`config.mk`:
```
export PLATFORM = sky130hd
export DESIGN_NAME = if_align
export DESIGN_NICKNAME = d
export VERILOG_FILES = /design/src/rtl/if_align.sv
export SDC_FILE = /design/constraint.sdc
export NUM_CORES = 1
export LEC_CHECK = 0
export ABC_AREA = 0
export BUFFER_PORTS_ARGS = -buffer_cell sky130_fd_sc_hd__buf_2
export CAP_MARGIN = 20
export CORE_MARGIN = 4
export CORE_UTILIZATION = 55
export DETAILED_ROUTE_END_ITERATION = 16
export PLACE_DENSITY_LB_ADDON = 0.1
export SYNTH_ARGS = -nofsm -noshare
export SYNTH_HDL_FRONTEND = slang
export SYNTH_SLANG_ARGS = --single-unit
```
`constraint.sdc`:
```
create_clock -name clk -period 9.05 [get_ports clk]
set_input_delay 0.4525 -clock clk [delete_from_list [all_inputs] [get_ports clk]]
set_output_delay 0.4525 -clock clk [all_outputs]
set_load 0.02 [all_outputs]
```
`src/rtl/if_align.sv`:
```
`default_nettype none
// ============================================================================
//  Module      : if_align
//  Description : Halfword realignment buffer between fetch and decode.
//                Splits aligned 32-bit fetch words into a stream of 16-bit
//                compressed and 32-bit instructions at any halfword offset.
//  Revision    : 1.0 - initial release
// ============================================================================
module if_align (
    input  logic        clk,
    input  logic        reset,
    input  logic        fetch_valid,
    input  logic [31:0] fetch_pc,
    input  logic [31:0] fetch_word,
    output logic        fetch_stall,
    input  logic        flush,
    input  logic [31:0] flush_pc,
    input  logic        id_stall,
    output logic        instr_valid,
    output logic [31:0] instr,
    output logic [31:0] instr_pc,
    output logic        instr_c
);

    localparam int c_DEPTH = 4;

    // Halfword queue, entry 0 is the head
    logic [15:0] r_hw [c_DEPTH];
    logic [31:0] r_pc [c_DEPTH];
    logic [2:0]  r_count;
    logic        r_skip_low;

    logic        w_loadable;
    logic        w_head_c;
    logic [1:0]  w_pop_n;
    logic [2:0]  w_after_pop;
    logic        w_consume;
    logic [1:0]  w_push_n;
    logic [15:0] w_push_hw [2];
    logic [31:0] w_push_pc [2];
    logic [15:0] w_hw_nxt [c_DEPTH];
    logic [31:0] w_pc_nxt [c_DEPTH];
    logic [2:0]  w_count_nxt;
    logic        w_unused;

    // Only bit 1 of the redirect target and the word address of fetch matter
    assign w_unused = ^{fetch_pc[1:0], flush_pc[31:2], flush_pc[0]};

    assign w_loadable = !instr_valid || !id_stall;
    assign w_head_c   = (r_hw[0][1:0] != 2'b11);

    // Pop decision: one halfword for compressed, two for a full instruction
    always_comb begin
        w_pop_n = 2'd0;
        if (w_loadable) begin
            if (w_head_c && (r_count >= 3'd1)) begin
                w_pop_n = 2'd1;
            end else if (!w_head_c && (r_count >= 3'd2)) begin
                w_pop_n = 2'd2;
            end
        end
    end

    // Stall fetch when the remaining entries could not absorb a full word
    assign w_after_pop = r_count - {1'b0, w_pop_n};
    assign fetch_stall = (w_after_pop > 3'd2);
    assign w_consume   = fetch_valid && !fetch_stall && !flush;

    // Halfwords offered by the current word; after an odd redirect only the
    // high halfword belongs to the target path
    always_comb begin
        w_push_hw[0] = fetch_word[15:0];
        w_push_pc[0] = {fetch_pc[31:2], 2'b00};
        w_push_hw[1] = fetch_word[31:16];
        w_push_pc[1] = {fetch_pc[31:2], 2'b10};
        w_push_n     = 2'd0;
        if (r_skip_low) begin
            w_push_hw[0] = fetch_word[31:16];
            w_push_pc[0] = {fetch_pc[31:2], 2'b10};
        end
        if (w_consume) begin
            w_push_n = r_skip_low ? 2'd1 : 2'd2;
        end
    end

    assign w_count_nxt = w_after_pop + {1'b0, w_push_n};

    // Next queue contents: shift out popped entries, append pushed halfwords
    always_comb begin
        logic [2:0] w_k;
        logic [1:0] w_src;
        w_k   = '0;
        w_src = '0;
        for (int i = 0; i < c_DEPTH; i++) begin
            w_hw_nxt[i] = r_hw[i];
            w_pc_nxt[i] = r_pc[i];
        end
        for (int i = 0; i < c_DEPTH; i++) begin
            w_k   = 3'(i) - w_after_pop;
            w_src = 2'(i) + w_pop_n;
            if (3'(i) < w_after_pop) begin
                w_hw_nxt[i] = r_hw[w_src];
                w_pc_nxt[i] = r_pc[w_src];
            end else if (3'(i) < w_count_nxt) begin
                w_hw_nxt[i] = w_push_hw[w_k[0]];
                w_pc_nxt[i] = w_push_pc[w_k[0]];
            end
        end
    end

    // Queue state; a redirect empties it and arms the partial-word skip
    always_ff @(posedge clk) begin
        if (reset) begin
            r_count    <= 3'd0;
            r_skip_low <= 1'b0;
            for (int i = 0; i < c_DEPTH; i++) begin
                r_hw[i] <= '0;
                r_pc[i] <= '0;
            end
        end else if (flush) begin
            r_count    <= 3'd0;
            r_skip_low <= flush_pc[1];
        end else begin
            r_count <= w_count_nxt;
            for (int i = 0; i < c_DEPTH; i++) begin
                r_hw[i] <= w_hw_nxt[i];
                r_pc[i] <= w_pc_nxt[i];
            end
            if (w_consume) begin
                r_skip_low <= 1'b0;
            end
        end
    end

    // Output register toward decode; holds while decode is stalled
    always_ff @(posedge clk) begin
        if (reset) begin
            instr_valid <= 1'b0;
            instr       <= '0;
            instr_pc    <= '0;
            instr_c     <= 1'b0;
        end else if (flush) begin
            instr_valid <= 1'b0;
        end else if (w_loadable) begin
            if (w_pop_n == 2'd1) begin
                instr_valid <= 1'b1;
                instr       <= {16'b0, r_hw[0]};
                instr_pc    <= r_pc[0];
                instr_c     <= 1'b1;
            end else if (w_pop_n == 2'd2) begin
                instr_valid <= 1'b1;
                instr       <= {r_hw[1], r_hw[0]};
                instr_pc    <= r_pc[0];
                instr_c     <= 1'b0;
            end else begin
                instr_valid <= 1'b0;
            end
        end
    end

endmodule
`default_nettype wire

```
# --- Word-level counts from Yosys, hierarchy flattened ---
# Memories as Yosys holds them, arrays and structs flattened.
# Index checks and enable logic that the tools add are counted.
word_totals:
  n_memories: 2
  ff_bits: 70
  elab_cells: 138
  output_inout_bits: 67
  ram_bits: 192
memory_table:
  columns: ["name", "depth", "width", "rd", "rd_clocked_by_memory_dff", "write_ports", "line_no", "source"]
  rows:
  - ["r_pc", 4, 32, 5, 0, 4, "29", "logic [31:0] r_pc [c_DEPTH];"]
  - ["r_hw", 4, 16, 6, 0, 4, "28", "logic [15:0] r_hw [c_DEPTH];"]
op_classes:
  bitwise: 13
  n_eq_ne: 6
  mux: 70
  addsub: 9
  magnitude_cmp: 15
  n_reduce_logical: 17
ops:
  columns: ["op", "count"]
  rows:
  - ["32-bit 2-to-1 mux", 24]
  - ["16-bit 2-to-1 mux", 25]
  - ["2-bit 2-to-1 mux", 10]
  - ["1-bit by 3-bit less-than comparator with 1-bit output (first input constant)", 4]
  - ["2-bit by 3-bit less-than comparator with 1-bit output (first input constant)", 4]
  - ["1-bit 2-to-1 mux", 11]
  - ["2-bit greater-or-equal comparator (second input constant)", 4]
  - ["2-bit inequality test (second input constant)", 4]
  - ["1-bit NOT with 2-bit output", 4]
  - ["1-bit OR", 8]
  - ["2-bit AND reduction", 3]
  - ["1-bit logical NOT", 5]
  - ["2-bit adder (first input constant)", 2]
  - ["1-bit logical AND", 4]
  - ["2-bit nonzero test", 2]
  - ["1-bit subtractor (first input constant)", 4]
  - ["3-bit by 2-bit adder with 3-bit output", 1]
  - ["3-bit by 1-bit greater-or-equal comparator with 1-bit output (second input constant)", 1]
  - ["3-bit by 2-bit greater-or-equal comparator with 1-bit output (second input constant)", 1]
  - ["3-bit by 2-bit > comparator with 1-bit output (second input constant)", 1]
  - ["3-bit AND reduction", 1]
  - ["3-bit by 2-bit subtractor with 3-bit output", 1]
  - ["1-bit by 2-bit adder with 2-bit output (first input constant)", 1]
  - ["2-bit by 1-bit equality test with 1-bit output (second input constant)", 1]
  - ["other kinds (4)", 4]

# --- Depth between registers and ports, before layout ---
# An unclocked memory read counts as a cell.
logic_depth:
  depth_word: 18
  ltp_mapped: 23

# --- Worst setup path after synthesis ---
# Ideal clock, no wire load.
synth_path:
  kind: "register to register"
  from: "memory r_hw[0][1]"
  to: "memory r_hw[2][0], enable pin"
  arrival_time_ps: 6314
  path_stages_with_launch: 21
  n_path_buf: 6
  period_less_slack_ps: 6778
  setup_slack_ps: 2272
  cell_sequence: "edfxtp_1 -> buf_2 -> a22o_1 -> nor2_2 -> buf_2 -> buf_1 -> ha_1 -> fa_1 -> buf_2 -> nor2_1 -> nand3b_1 -> nor3b_1 -> ha_1 -> fa_1 -> inv_1 -> ha_1 -> a21o_1 -> clkbuf_1 -> clkbuf_1 -> nor2_1 -> o21bai_1"
synth_rtl:
  columns: ["item", "line_no"]
  rows:
  - ["from (decl)", "28"]

==> flow_metrics.env <==
export IMPL_layout_drive_gt1_share=0.175
export IMPL_yosysWarningCount=0
export IMPL_status="completed"
export IMPL_num_vias=13144
export IMPL_post_route_period_util=0.638
export IMPL_crit_buf_inv=4
export IMPL_drt_pass1_iterations=6
export IMPL_synth_edff_count=192
export IMPL_synth_top_area_share=0.401
export IMPL_grt_pass1_wl_mm=74.0
export IMPL_die_area_sq_mm=0.0288
export IMPL_area_growth_pct=12.4
export IMPL_tns_ps=0
export IMPL_grt_max_degree=80
export IMPL_wire_per_inst_um=25.8
export IMPL_critical_path_max_fanout=48
export IMPL_path_class="reg2reg"
export IMPL_fin_nets=1631
export IMPL_vdd_ir_drop_max_v=0.000313
export IMPL_slowest_stage="o2bb2ai_2"
export IMPL_yosysSeqAreaShare=0.498
export IMPL_place_area_sq_mm=0.0152
export IMPL_numPortBuffers=134
export IMPL_gr_total_overflow=0
export IMPL_yosys_top_cells_area="edfxtp_1 40%, dfxtp_1 9.7%, mux2i_1 7.2%, nand2_1 5.5%, o21ai_0 4.1%"
export IMPL_io_pins=168
export IMPL_netlist_instances=1468
export IMPL_whs_ps=222
export IMPL_fillers=2118
export IMPL_end_kind="register"
export IMPL_ys_async_sr_fraction=0
export IMPL_ant_nets=0
export IMPL_crit_family="compound AO/OA/AOI/OAI gates"
export IMPL_fin_skew_ps=7.37
export IMPL_rsz0062_at_grt="no"
export IMPL_arrival_ps=5950
export IMPL_antenna_found_initial=0
export IMPL_drt_wl_total_mm=48.4
export IMPL_utilization=0.634
export IMPL_yosys_register_bits=262
export IMPL_min_path_type="in2reg"
export IMPL_cts_sinks=262
export IMPL_vias_per_cell=7.01
export IMPL_final_cell_area_sq_mm=0.0162
export IMPL_synthFlopType="edfxtp_1"
export IMPL_drt_initial_drc_count=1812
export IMPL_gp_congestion=0.852
export IMPL_required_ps=9230
export IMPL_finalHoldViolCount=0
export IMPL_die_w_um=170
export IMPL_drv_cap=0
export IMPL_die_h_um=170
export IMPL_synth_top_area_cell="edfxtp_1"
export IMPL_slew_viol_final=0
export IMPL_clk_latency_ps=550
export IMPL_hold_buffers=0
export IMPL_clockBufferDepth=3
export IMPL_period_needed_ps=5770
export IMPL_clkTransAtPathRegs_ps=60
export IMPL_ys_types=55
export IMPL_fin_cells=1875
export IMPL_startpoint_type="register"
export IMPL_track_usage=0.324
export IMPL_ctsHtreeMaxLevel=1
export IMPL_numCtsBuffers=29
export IMPL_leakage_uw=0.00575
export IMPL_worstPathCellList="o2bb2ai_2 > or2_2 > inv_2 > fa_1 > xor2_4 > inv_2 > nand3b_1 > nor3b_1 > ha_1 > fa_1 > inv_1 > ha_1 > a21o_1 > nor2_1 > o21bai_4 > buf_4"
export IMPL_antennaDiodeCount=0
export IMPL_ctsResizeCount=0
export IMPL_cts_setup_buffers=0
export IMPL_syn_area_per_cell_sq_um=9.80
export IMPL_relSlewSlack=0.238
export IMPL_place_inst=1822
export IMPL_cts_tree="built"
export IMPL_core_sq_mm=0.0255
export IMPL_dp_hpwl_mm=26.5
export IMPL_syn_num_nets=1576
export IMPL_netlist_area_sq_mm=0.0144
export IMPL_root_buffer="clkbuf_16"
export IMPL_tightest_slew_ps=1140
export IMPL_cp_slowest_stage_delay_ps=790
export IMPL_grt_pass1_vias=12822
export IMPL_fmax_ghz=0.173
export IMPL_fp_row_count=58
export IMPL_p_per_area_mw_per_mm2=431
export IMPL_setup_violations_final=0
export IMPL_drc=0
export IMPL_start_util=0.565
[sequential cells by signal, summed over array words and instances, names as in the netlist]
name,cells
instr,32
instr_c,1
instr_pc,32
instr_valid,1
r_count,3
r_hw,64
r_pc,128
r_skip_low,1
[worst min-delay path: stages]
cell     delay [ps]
buf_2           100
nand2_1         100
a21oi_1          70
[Yosys cell counts, drive strengths merged, types with 18 or more instances]
master   instances
a211oi          30
a21oi          117
a221oi          30
a22oi           34
buf             55
clkbuf          87
dfxtp           70
edfxtp         192
mux2i          103
nand2          210
nand3           46
nand3b          18
nor2            58
nor3            22
o21ai          168
o221ai          44
o22ai           21
o2bb2ai         46
[layout by cell type, fill, tap and decap left out, types with 8 or more instances in the layout]
cell         n
o2bb2ai_1   45
o32a_1      13
nor3_1      17
a211oi_1    29
o21ai_0    118
o221ai_1    44
nand2_1    210
edfxtp_1   192
mux2_2       8
a22oi_1     34
or2_2       15
o22ai_1     21
buf_2      134
a21oi_1    117
clkinv_2    10
o211ai_1    16
nand3_1     45
mux2i_1    103
nor2_1      55
nand3b_1    18
dfxtp_1     70
buf_4       32
o21ai_1     49
a221oi_1    30
clkbuf_16   30
[per-layer routing]
layer / global-route usage / part of all wire
met1: 0.450 / 0.39
met3: 0.0547 / 0.12
met5: 0 / 0
met2: 0.514 / 0.46
met4: 0.122 / 0.029
[cell type report]
type                            count  area (sq um)  area share
Clock buffer                       39           835      0.0516
Clock inverter                     14           121     0.00751
Inverter                           11          41.3     0.00255
Multi-Input combinational cell   1053          6670       0.413
Sequential cell                   262          7170       0.443
Tap cell                          330           413      0.0255
Timing Repair Buffer              166           911      0.0564
[cells by family after synthesis]
group	synth area share
mux	0.0779
flops	0.498
xor+xnor	0.00191
fa+ha+maj	0.00713
compound gates	0.250
buf+inv	0.0450
simple gates	0.120
[metrics by stage]
| step | power, uW | setup slack (ps) |
|---|---|---|
| 3_5_place_dp | 5660 | 3480 |
| 2_1_floorplan | 4520 | 2270 |
| 6_report | 6970 | 3280 |
| 4_1_cts | 6860 | 3430 |
| 3_3_place_gp | 5580 | 3540 |
| 5_1_grt | 7290 | 3070 |
[report_power, final]
part	internal (uW)	leakage (uW)	switching [uW]
logic	1050	0.00266	2370
clock network	700	0.000479	495
registers	1940	0.00261	415
total	3690	0.00575	3280
[final timing paths]
path	from	to	slack [ps]	depth (start not counted)
worst min register to register	instr[23]	instr[23]	450	2
worst min-delay path	flush_pc[1]	r_skip_low	220	3
worst max register to register	r_count[2]	r_pc[2][17]	3280	16
worst max-delay path	r_count[2]	r_pc[2][17]	3280	16
No activity file was read; power rests on OpenSTA's default activity.
